[config.mk]
export PLATFORM = sky130hd
export DESIGN_NAME = pipe_mult_n_flat
export DESIGN_NICKNAME = d
export VERILOG_FILES = /design/src/rtl/pipe_mult_pkg.sv /design/src/rtl/pipe_mult_if.sv /design/src/rtl/pipe_mult_stage.sv /design/src/rtl/pipe_mult_n.sv /design/src/flat_wrapper.sv
export SDC_FILE = /design/constraint.sdc
export NUM_CORES = 1
export LEC_CHECK = 0
export ABC_AREA = 1
export CAP_MARGIN = 10
export CORE_AREA = 2 2 153 155
export CTS_BUF_LIST = sky130_fd_sc_hd__clkbuf_8
export CTS_CLUSTER_DIAMETER = 30
export DETAILED_ROUTE_END_ITERATION = 12
export DIE_AREA = 0 0 155 157
export DONT_BUFFER_PORTS = 1
export GPL_ROUTABILITY_DRIVEN = 0
export PLACE_DENSITY_LB_ADDON = 0.15
export REMOVE_ABC_BUFFERS = 1
export SLEW_MARGIN = 20
export SYNTH_ARGS = -nofsm -noshare
export SYNTH_HDL_FRONTEND = slang
export SYNTH_SLANG_ARGS = --single-unit
[constraint.sdc]
create_clock -name clk -period 2.8 [get_ports clk]
set_input_delay 0.84 -clock clk [delete_from_list [all_inputs] [get_ports clk]]
set_output_delay 0.84 -clock clk [all_outputs]
set_load 0.01 [all_outputs]
[src/rtl/pipe_mult_pkg.sv]
// pipe_mult_pkg: sizing helpers shared by the pipelined array multiplier.
// Optional build macro: PIPE_MULT_SIGNED_EN (per-beat two's-complement mode).
// Each module derives PROD_W and its stage_t layout from these helpers,
// because a package cannot see a module's WIDTH parameter.
package pipe_mult_pkg;

    // Partial-product rows handled by each stage, rounded up.
    function automatic int rows_per_stage(input int width, input int stages);
        return (width + stages - 1) / stages;
    endfunction

    // Product width for a given operand width.
    function automatic int prod_w(input int width);
        return 2 * width;
    endfunction

    // First row owned by stage k. Clamped so trailing stages may own no rows.
    function automatic int row_lo(input int k, input int width, input int stages);
        int lo;
        lo = k * rows_per_stage(width, stages);
        return (lo < width) ? lo : width;
    endfunction

    // One past the last row owned by stage k.
    function automatic int row_hi(input int k, input int width, input int stages);
        int hi;
        hi = (k + 1) * rows_per_stage(width, stages);
        return (hi < width) ? hi : width;
    endfunction

    // Packed bit count of stage_t: a, b, [sgn], psum, vld.
    function automatic int stage_w(input int width);
`ifdef PIPE_MULT_SIGNED_EN
        return 4 * width + 2;
`else
        return 4 * width + 1;
`endif
    endfunction

endpackage

[src/rtl/pipe_mult_if.sv]
// pipe_mult_if: operand and product channels of the pipelined multiplier.
// Optional build macro: PIPE_MULT_SIGNED_EN (adds the sgn operand bit).
// master = operand issuer / result consumer, slave = the multiplier.
interface pipe_mult_if
    import pipe_mult_pkg::*;
#(
    parameter int WIDTH = 8
);
    logic [WIDTH-1:0]         a;
    logic [WIDTH-1:0]         b;
`ifdef PIPE_MULT_SIGNED_EN
    logic                     sgn;
`endif
    logic                     in_valid;
    logic                     in_ready;
    logic [prod_w(WIDTH)-1:0] product;
    logic                     out_valid;
    logic                     out_ready;

    modport master (
`ifdef PIPE_MULT_SIGNED_EN
        output sgn,
`endif
        output a, b, in_valid, out_ready,
        input  in_ready, product, out_valid
    );

    modport slave (
`ifdef PIPE_MULT_SIGNED_EN
        input  sgn,
`endif
        input  a, b, in_valid, out_ready,
        output in_ready, product, out_valid
    );

endinterface

[src/rtl/pipe_mult_stage.sv]
// pipe_mult_stage: one pipeline stage of the array multiplier.
// Adds partial-product rows ROW_LO .. ROW_HI-1 onto the running sum and
// registers the result together with the operands and the valid bit.
// Optional build macro: PIPE_MULT_SIGNED_EN (row WIDTH-1 is subtracted for
// signed beats, Baugh-Wooley style, with a sign-extended multiplicand).
module pipe_mult_stage
    import pipe_mult_pkg::*;
#(
    parameter int WIDTH  = 8,
    parameter int ROW_LO = 0,
    parameter int ROW_HI = 2
) (
    input  logic                      clk,
    input  logic                      rst,
    input  logic                      advance,
    input  logic [stage_w(WIDTH)-1:0] d_in,
    output logic [stage_w(WIDTH)-1:0] q
);

    localparam int PROD_W = prod_w(WIDTH);

    typedef struct packed {
        logic [WIDTH-1:0]  a;
        logic [WIDTH-1:0]  b;
`ifdef PIPE_MULT_SIGNED_EN
        logic              sgn;
`endif
        logic [PROD_W-1:0] psum;
        logic              vld;
    } stage_t;

    stage_t            d;
    stage_t            nxt;
    stage_t            q_r;
    logic [PROD_W-1:0] a_ext;
    logic [PROD_W-1:0] row;
    logic [PROD_W-1:0] sum;

    assign d = d_in;
    assign q = q_r;

    // Accumulate this stage's rows onto the incoming partial sum (2*WIDTH bits, MSB truncation).
    always_comb begin
        // NOTE: every variable gets a default before any conditional update, so no latch is inferred.
        a_ext = {{WIDTH{1'b0}}, d.a};
        row   = '0;
        sum   = d.psum;
`ifdef PIPE_MULT_SIGNED_EN
        if (d.sgn) begin
            a_ext = {{WIDTH{d.a[WIDTH-1]}}, d.a};
        end
`endif
        for (int i = ROW_LO; i < ROW_HI; i++) begin
            row = d.b[i] ? (a_ext << i) : '0;
`ifdef PIPE_MULT_SIGNED_EN
            // The multiplier's sign bit carries weight -2^(WIDTH-1) in two's complement.
            if (d.sgn && (i == WIDTH - 1)) begin
                sum = sum - row;
            end else begin
                sum = sum + row;
            end
`else
            sum = sum + row;
`endif
        end
        nxt      = d;
        nxt.psum = sum;
    end

    // Stage register: clears on reset, loads on a global advance, otherwise holds.
    always_ff @(posedge clk) begin
        // NOTE: the data fields clear along with vld so product reads 0 straight out of reset.
        if (rst) begin
            q_r <= '0;
        end else if (advance) begin
            // NOTE: non-blocking, so every stage samples its predecessor's pre-edge value.
            q_r <= nxt;
        end
    end

endmodule

[src/rtl/pipe_mult_n.sv]
// pipe_mult_n: parametrised pipelined array multiplier with valid/ready
// handshake, global stall, clock-enable freeze and synchronous reset.
// Partial-product rows are spread over STAGES stages of pipe_mult_stage;
// product is driven straight from the last stage's running sum.
// Optional build macro: PIPE_MULT_SIGNED_EN (per-beat sgn travels with the data).
module pipe_mult_n
    import pipe_mult_pkg::*;
#(
    parameter int WIDTH  = 8,
    parameter int STAGES = 4
) (
    input  logic      clk,
    input  logic      rst,
    input  logic      ena,
    pipe_mult_if.slave bus
);

    localparam int PROD_W = prod_w(WIDTH);

    typedef struct packed {
        logic [WIDTH-1:0]  a;
        logic [WIDTH-1:0]  b;
`ifdef PIPE_MULT_SIGNED_EN
        logic              sgn;
`endif
        logic [PROD_W-1:0] psum;
        logic              vld;
    } stage_t;

    stage_t beat_in;
    stage_t stage_d [STAGES];
    stage_t stage_q [STAGES];
    logic   stall;
    logic   advance;

    // Global stall: the whole pipe holds while the oldest result waits downstream.
    assign stall        = stage_q[STAGES-1].vld && !bus.out_ready;
    assign advance      = ena && !stall;
    assign bus.in_ready = advance;

    assign bus.out_valid = stage_q[STAGES-1].vld;
    assign bus.product   = stage_q[STAGES-1].psum;

    // Pack the incoming operand beat into stage form; the running sum starts at zero.
    always_comb begin
        beat_in     = '0;
        beat_in.a   = bus.a;
        beat_in.b   = bus.b;
`ifdef PIPE_MULT_SIGNED_EN
        beat_in.sgn = bus.sgn;
`endif
        beat_in.vld = bus.in_valid;
    end

    for (genvar k = 0; k < STAGES; k++) begin : g_stage
        if (k == 0) begin : g_src
            assign stage_d[k] = beat_in;
        end else begin : g_src
            assign stage_d[k] = stage_q[k-1];
        end

        pipe_mult_stage #(
            .WIDTH  (WIDTH),
            .ROW_LO (row_lo(k, WIDTH, STAGES)),
            .ROW_HI (row_hi(k, WIDTH, STAGES))
        ) u_stage (
            .clk     (clk),
            .rst     (rst),
            .advance (advance),
            .d_in    (stage_d[k]),
            .q       (stage_q[k])
        );
    end

endmodule

[src/flat_wrapper.sv]
// flat-port wrapper written by rule: the top's interface ports become plain ports
module pipe_mult_n_flat import pipe_mult_pkg::*;
#(
    parameter int WIDTH  = 8,
    parameter int STAGES = 4
)
  (clk, rst, ena, bus_a, bus_b, bus_in_valid, bus_out_ready, bus_in_ready, bus_product, bus_out_valid);
  pipe_mult_if #(.WIDTH(WIDTH)) bus_i ();
  input  logic clk;
  input  logic rst;
  input  logic ena;
  input wire logic [$bits(bus_i.a)-1:0] bus_a;
  input wire logic [$bits(bus_i.b)-1:0] bus_b;
  input wire logic [$bits(bus_i.in_valid)-1:0] bus_in_valid;
  input wire logic [$bits(bus_i.out_ready)-1:0] bus_out_ready;
  output wire logic [$bits(bus_i.in_ready)-1:0] bus_in_ready;
  output wire logic [$bits(bus_i.product)-1:0] bus_product;
  output wire logic [$bits(bus_i.out_valid)-1:0] bus_out_valid;
  assign bus_i.a = bus_a;
  assign bus_i.b = bus_b;
  assign bus_i.in_valid = bus_in_valid;
  assign bus_i.out_ready = bus_out_ready;
  assign bus_in_ready = bus_i.in_ready;
  assign bus_product = bus_i.product;
  assign bus_out_valid = bus_i.out_valid;
  pipe_mult_n #(.WIDTH(WIDTH), .STAGES(STAGES)) u_core (.clk(clk), .rst(rst), .ena(ena), .bus(bus_i));
endmodule
==> impl_metrics.yaml, run 1 <==
yosys:
  ys_ff_latch: 92
  ys_seq_area_share_pct: 33.0
  yosysUniqueCellTypes: 26
  syn_area_per_cell_um2: 6.88
  synth_area_um2: 5580
  synthCells: 812
  ys_warn_count: 0
clock_tree:
  cts.reportedPaths.clkPinSlew_ps: 100
  ctsHoldBuffers: 0
  cts_buffers: 9
  cts_tree: "built"
  cts_setup_buffers: 0
  clk-insertion-delay-late_ps: 380
  clock_path_buffers: 2
  cts_resized: 0
  cts_sinks: 92
  cts_root_buffer: "clkbuf_8"
  htree_levels: 3
worst_setup_path:
  cp-end-kind: "flop"
  arrival_ps: 2700
  crit_fanout: 9
  critical_path_class: "flop to flop"
  start_kind: "flop"
  required_ps: 3080
route:
  ant_nets: 0
  avgRoutedWirePerCell_um: 12.4
  drt_iter0_drc: 222
  vias: 4483
  drc: 0
  first_pass_iters: 4
  wl_um: 13400
  via_per_inst: 4.15
floorplan:
  core_um2: 22500
  num_io_pins: 39
  die_w_um: 155
  die_h_um: 157
  initial_core_util_pct: 24.8
  dieArea_um2: 24300
  rows: 55
cells_and_area:
  largest_register_ffs: 92
  fin_nets: 871
  final_cell_area_um2: 6010
  area_growth_pct: 7.71
  drive_above_1_share_pct: 3.27
  diodes: 0
power:
  finalPower_w: 0.00292
  ir_worst_vdd_mv: 0.212
  powerDensity_nw_per_um2: 485
  leakage_nw: 3.21
timing:
  worst_slack_ps: 373
  tns_ps: 0
  skew_ps: 11.3
  rsz0062_at_grt: "no"
  setup_viol: 0
  tightest_slew_ps: 735
  whs_ps: 467
  maxSlewViolCount: 0
  finalCriticalPeriod_ps: 2430
  post-route-period-util_pct: 86.7
  finalHoldViolations: 0
  timing.max_slew.rel_slack_pct: 51.0
  max_freq_mhz: 412
grt:
  grt_start_max_net_pins: 96
  gr-total-overflow: 0
  grt_pass1_vias: 4398
  grt_pass1_wl_um: 22500
  grtUsageTotal_pct: 11.8
  antenna_found_initial: 0
placement:
  io_buffers: 0
  pre_cts_ws_ps: 366
  dp_hpwl_um: 9730
  detailed_place.area_um2: 5830
run:
  cap_violations: 0
worst_hold_path:
  hold_path.class: "flop to flop"
run_status:
  outcome: "completed"
routing by layer:
layer	routed length, um	track usage [%]	up-vias
met5	0	0	-
met4	130	2.51	0
met3	448	3.55	7
met2	6440	20.7	56
met1	6400	14.2	1986
li1	-	-	2434
placed cells by master, fill, tap and decap left out:
cell type	Yosys	routed
nand2_1	168	168
nor2_1	142	142
inv_1	140	141
dfxtp_1	92	92
o21ai_0	61	61
a21oi_1	36	36
nand3_1	36	36
ha_1	34	34
fa_1	25	25
o21ai_1	10	10
clkbuf_8	0	9
xnor2_1	6	6
a211oi_1	5	5
xor2_1	5	5
or2_2	3	3
nand3b_1	3	3
buf_4	2	3
inv_2	3	2
clkinv_2	0	2
nand4_1	2	2
inv_6	0	2
buf_12	0	2
o21ai_4	1	1
and2_1	1	1
o211ai_1	1	1
nor3_1	1	1
bufinv_16	0	1
clkinvlp_4	0	1
cell type report:
class,instances,area [um^2]
clock inverters,6,63.8
clock buffers,9,124
well taps,285,357
flip-flops and latches,92,1840
multi-input cells,540,3030
inverters,143,538
repair buffers,5,62.6
fillers,2560,16500
Yosys cell counts:
library cell,number,area share [%]
or2_2,3,0.34
buf_6,2,0.40
and2_1,1,0.11
nand3b_1,3,0.40
nand3_1,36,3.2
nand4_1,2,0.22
nand2_1,168,11
a211oi_1,5,0.67
o21ai_1,10,0.90
clkbuf_1,20,1.3
o21ai_0,61,5.5
inv_1,140,9.4
a21oi_1,36,3.2
xor2_1,5,0.78
ha_1,34,7.6
buf_4,2,0.27
inv_2,3,0.20
nor3_1,1,0.090
clkbuf_2,1,0.090
o21ai_4,1,0.29
buf_2,12,1.1
nor2_1,142,9.5
xnor2_1,6,0.94
fa_1,25,9.0
dfxtp_1,92,33
o211ai_1,1,0.13
worst max-delay path, cell delays in order (launching register included):
cell	delay, ps
dfxtp_1	490
nand2_1	80
inv_1	90
fa_1	420
ha_1	230
fa_1	410
nand3_1	120
nand2_1	80
nand2_1	90
nand2_1	70
nand2_1	60
nand3_1	60
nand2_1	90
inv_1	30
logic make-up after synthesis:
logic type	after synthesis	share of synthesized area [%]
flip-flops	92	33.0
XOR/XNOR	11	1.73
AO/OA/AOI/OAI	114	10.7
buffers and inverters	180	12.8
AND/OR/NAND/NOR	356	25.2
adder cells (fa/ha/maj)	59	16.6
power breakdown:
part,internal (W),switching (W),leakage [nW]
clock network,0.000410,0.000504,0.0973
registers,0.00141,0.0000881,0.761
logic,0.000190,0.000316,2.36
through the flow:
stage | instances | util (%)
floorplan | 775 | -
global placement | 1065 | 25.9
detailed placement | 1065 | 25.9
CTS | 1080 | 26.7
global route | 1080 | 26.7
finish | 1080 | 26.7
worst paths after layout:
path | start | endpoint | slack, ps | depth (start not counted)
worst max-delay path | u_core.g_stage[2].u_stage.q[23]$_SDFFE_PP0P_ | u_core.g_stage[3].u_stage.q[14]$_SDFFE_PP0P_ | 370 | 13
worst min-delay path | u_core.g_stage[0].u_stage.q[1]$_SDFFE_PP0P_ | u_core.g_stage[0].u_stage.q[1]$_SDFFE_PP0P_ | 470 | 2
worst max register to register | u_core.g_stage[2].u_stage.q[23]$_SDFFE_PP0P_ | u_core.g_stage[3].u_stage.q[14]$_SDFFE_PP0P_ | 370 | 13
worst min register to register | u_core.g_stage[0].u_stage.q[1]$_SDFFE_PP0P_ | u_core.g_stage[0].u_stage.q[1]$_SDFFE_PP0P_ | 470 | 2
Note: power is estimated with default switching activity, not from simulation.
==> run 2, diff against run 1 <==
==> constraint.sdc (replaced) <==
create_clock -name clk -period 2.8 [get_ports clk]
set_input_delay 0.56 -clock clk [delete_from_list [all_inputs] [get_ports clk]]
set_output_delay 0.56 -clock clk [all_outputs]
set_load 0.01 [all_outputs]
==> run 2 against run 1 <==
First-iteration DRC count fell by 17%; total power rose by 2.4%; via count fell by 0.45%; maximum frequency rose by 0.35%; highest routed layer unchanged.
==> impl_metrics.yaml, run 2 (synthesized netlist as in run 1, its figures left out) <==
run_status:
  outcome: "completed"
worst_setup_path:
  max_stage_delay_ps: 510
  reg2reg_depth: 13
  crit_slowest_cell: "fa_1"
  cp_num_buf_inv: 2
  cp-end-kind: "flop"
  r2r_start: "u_core.g_stage[0].u_stage.q[19]$_SDFFE_PP0P_"
  arrival_ps: 2710
  r2r_end: "u_core.g_stage[1].u_stage.q[10]$_SDFFE_PP0P_"
  startpoint: "u_core.g_stage[0].u_stage.q[19]$_SDFFE_PP0P_"
  cp_top_family: "adder cells"
  path_common_cell: "nand2_1"
  required_ps: 3090
  crit_end: "u_core.g_stage[1].u_stage.q[10]$_SDFFE_PP0P_"
  start_kind: "flop"
  critical_path_class: "flop to flop"
  crit_fanout: 9
  crit_chain: "nand2_1 > fa_1 > inv_1 > ha_1 > fa_1 > nand2_1 > nand2_1 > nand3b_1 > nand2_1 > nand2_1 > nand3_1 > nand2_1 > inv_1"
  cp_num_cells: 13
  rrSetupSlack_ps: 380
timing:
  post-route-period-util_pct: 86.4
  rsz0062_at_grt: "no"
  timing.max_slew.rel_slack_pct: 38.6
  finalHoldViolations: 0
  tns_ps: 0
  tightest_slew_ps: 921
  finalCriticalPeriod_ps: 2420
  maxSlewViolCount: 0
  setup_viol: 0
  whs_ps: 237
  skew_ps: 15.6
  max_freq_mhz: 413
worst_hold_path:
  hold_path.class: "input port to flop"
route:
  avgRoutedWirePerCell_um: 12.4
  met3_length_um: 419
  wl_met2_um: 6550
  m1WireLength_um: 6280
  ant_nets: 0
  via_per_inst: 4.12
  drc: 0
  drt_iter0_drc: 185
  top_layer: "met4"
  first_pass_iters: 4
  vias: 4463
  wl_um: 13400
cells_and_area:
  diodes: 0
  fillers: 2554
  layout_commonest_cell: "nand2_1"
  largest_register_ffs: 92
  drive_above_1_share_pct: 3.64
  mostFrequentLayoutCells: "nand2_1 (168), nor2_1 (142), inv_1 (140)"
  finalNonFillerCells: 1082
  fin_nets: 872
  area_growth_pct: 7.80
power:
  leakage_nw: 3.22
  finalPower_w: 0.00299
  ir_worst_vdd_mv: 0.239
  powerDensity_nw_per_um2: 497
clock_tree:
  cts_tree: "built"
  cts.reportedPaths.clkPinSlew_ps: 110
  cts_resized: 0
  htree_levels: 3
  cts_root_buffer: "clkbuf_8"
  cts_buffers: 9
  clock_path_buffers: 2
  ctsHoldBuffers: 0
  cts_setup_buffers: 0
  clk-insertion-delay-late_ps: 390
  cts_sinks: 92
grt:
  grtUsageTotal_pct: 11.7
  antenna_found_initial: 0
  gr-total-overflow: 0
  grt_start_max_net_pins: 96
  grt_pass1_vias: 4570
  grt_pass1_wl_um: 22400
placement:
  io_buffers: 0
  dp.cells: 1066
  dp_hpwl_um: 9830
floorplan:
  core_um2: 22500
  rows: 55
  num_io_pins: 39
  initial_core_util_pct: 24.8
  die_h_um: 157
  dieArea_um2: 24300
  die_w_um: 155
run:
  cap_violations: 0
==> run 2: worst reg2reg max path, delay by kind of cell (launching register included) <==
| family | cells | cell delay, ps |
|---|---|---|
| fa+ha+maj | 3 | 1120 |
| buf+inv | 2 | 80 |
| flops | 1 | 500 |
| simple gates | 8 | 640 |
==> run 2: how the worst min path moves through the flow <==
stage	to	cells after the start	slack, ps	startpoint
4_1_cts	u_core.g_stage[0].u_stage.q[1]$_SDFFE_PP0P_	1	210	rst
3_3_place_gp	u_core.g_stage[0].u_stage.q[1]$_SDFFE_PP0P_	2	450	u_core.g_stage[0].u_stage.q[1]$_SDFFE_PP0P_
2_1_floorplan	u_core.g_stage[0].u_stage.q[1]$_SDFFE_PP0P_	2	440	u_core.g_stage[0].u_stage.q[1]$_SDFFE_PP0P_
3_5_place_dp	u_core.g_stage[0].u_stage.q[1]$_SDFFE_PP0P_	2	450	u_core.g_stage[0].u_stage.q[1]$_SDFFE_PP0P_
6_report	u_core.g_stage[0].u_stage.q[25]$_SDFFE_PP0P_	1	240	rst
5_1_grt	u_core.g_stage[0].u_stage.q[25]$_SDFFE_PP0P_	1	190	rst
==> run 2: power breakdown <==
group | switching, W | internal [W] | leakage (nW)
logic | 0.000315 | 0.000186 | 2.35
registers | 0.0000879 | 0.00141 | 0.761
clock network | 0.000553 | 0.000435 | 0.105
==> run 2: through the flow <==
| stage | util [%] | cell area, um^2 | setup WS [ps] |
|---|---|---|---|
| after global placement | 25.8 | 5810 | 426 |
| final | 26.8 | 6020 | 381 |
| after CTS | 26.8 | 6020 | 376 |
| after global routing | 26.8 | 6020 | 148 |
| after floorplan | - | 5410 | -113 |
| after detailed placement | 25.8 | 5810 | 403 |
==> run 2: final cells by class <==
type / count / area (um^2) / share of cell area (%)
sequential: 92 / 1840 / 30.6
inverter: 143 / 538 / 8.94
multi-input combinational: 540 / 3030 / 50.3
clock buffer: 9 / 124 / 2.06
timing repair buffer: 6 / 45.0 / 0.748
clock inverter: 7 / 86.3 / 1.43
tap: 285 / 357 / 5.92
==> run 2: metal layers <==
metal / up-vias / global-route usage, %
met3: 8 / 3.14
met2: 37 / 21.4
met5: - / 0
met1: 1984 / 13.5
met4: 0 / 2.65
li1: 2434 / -
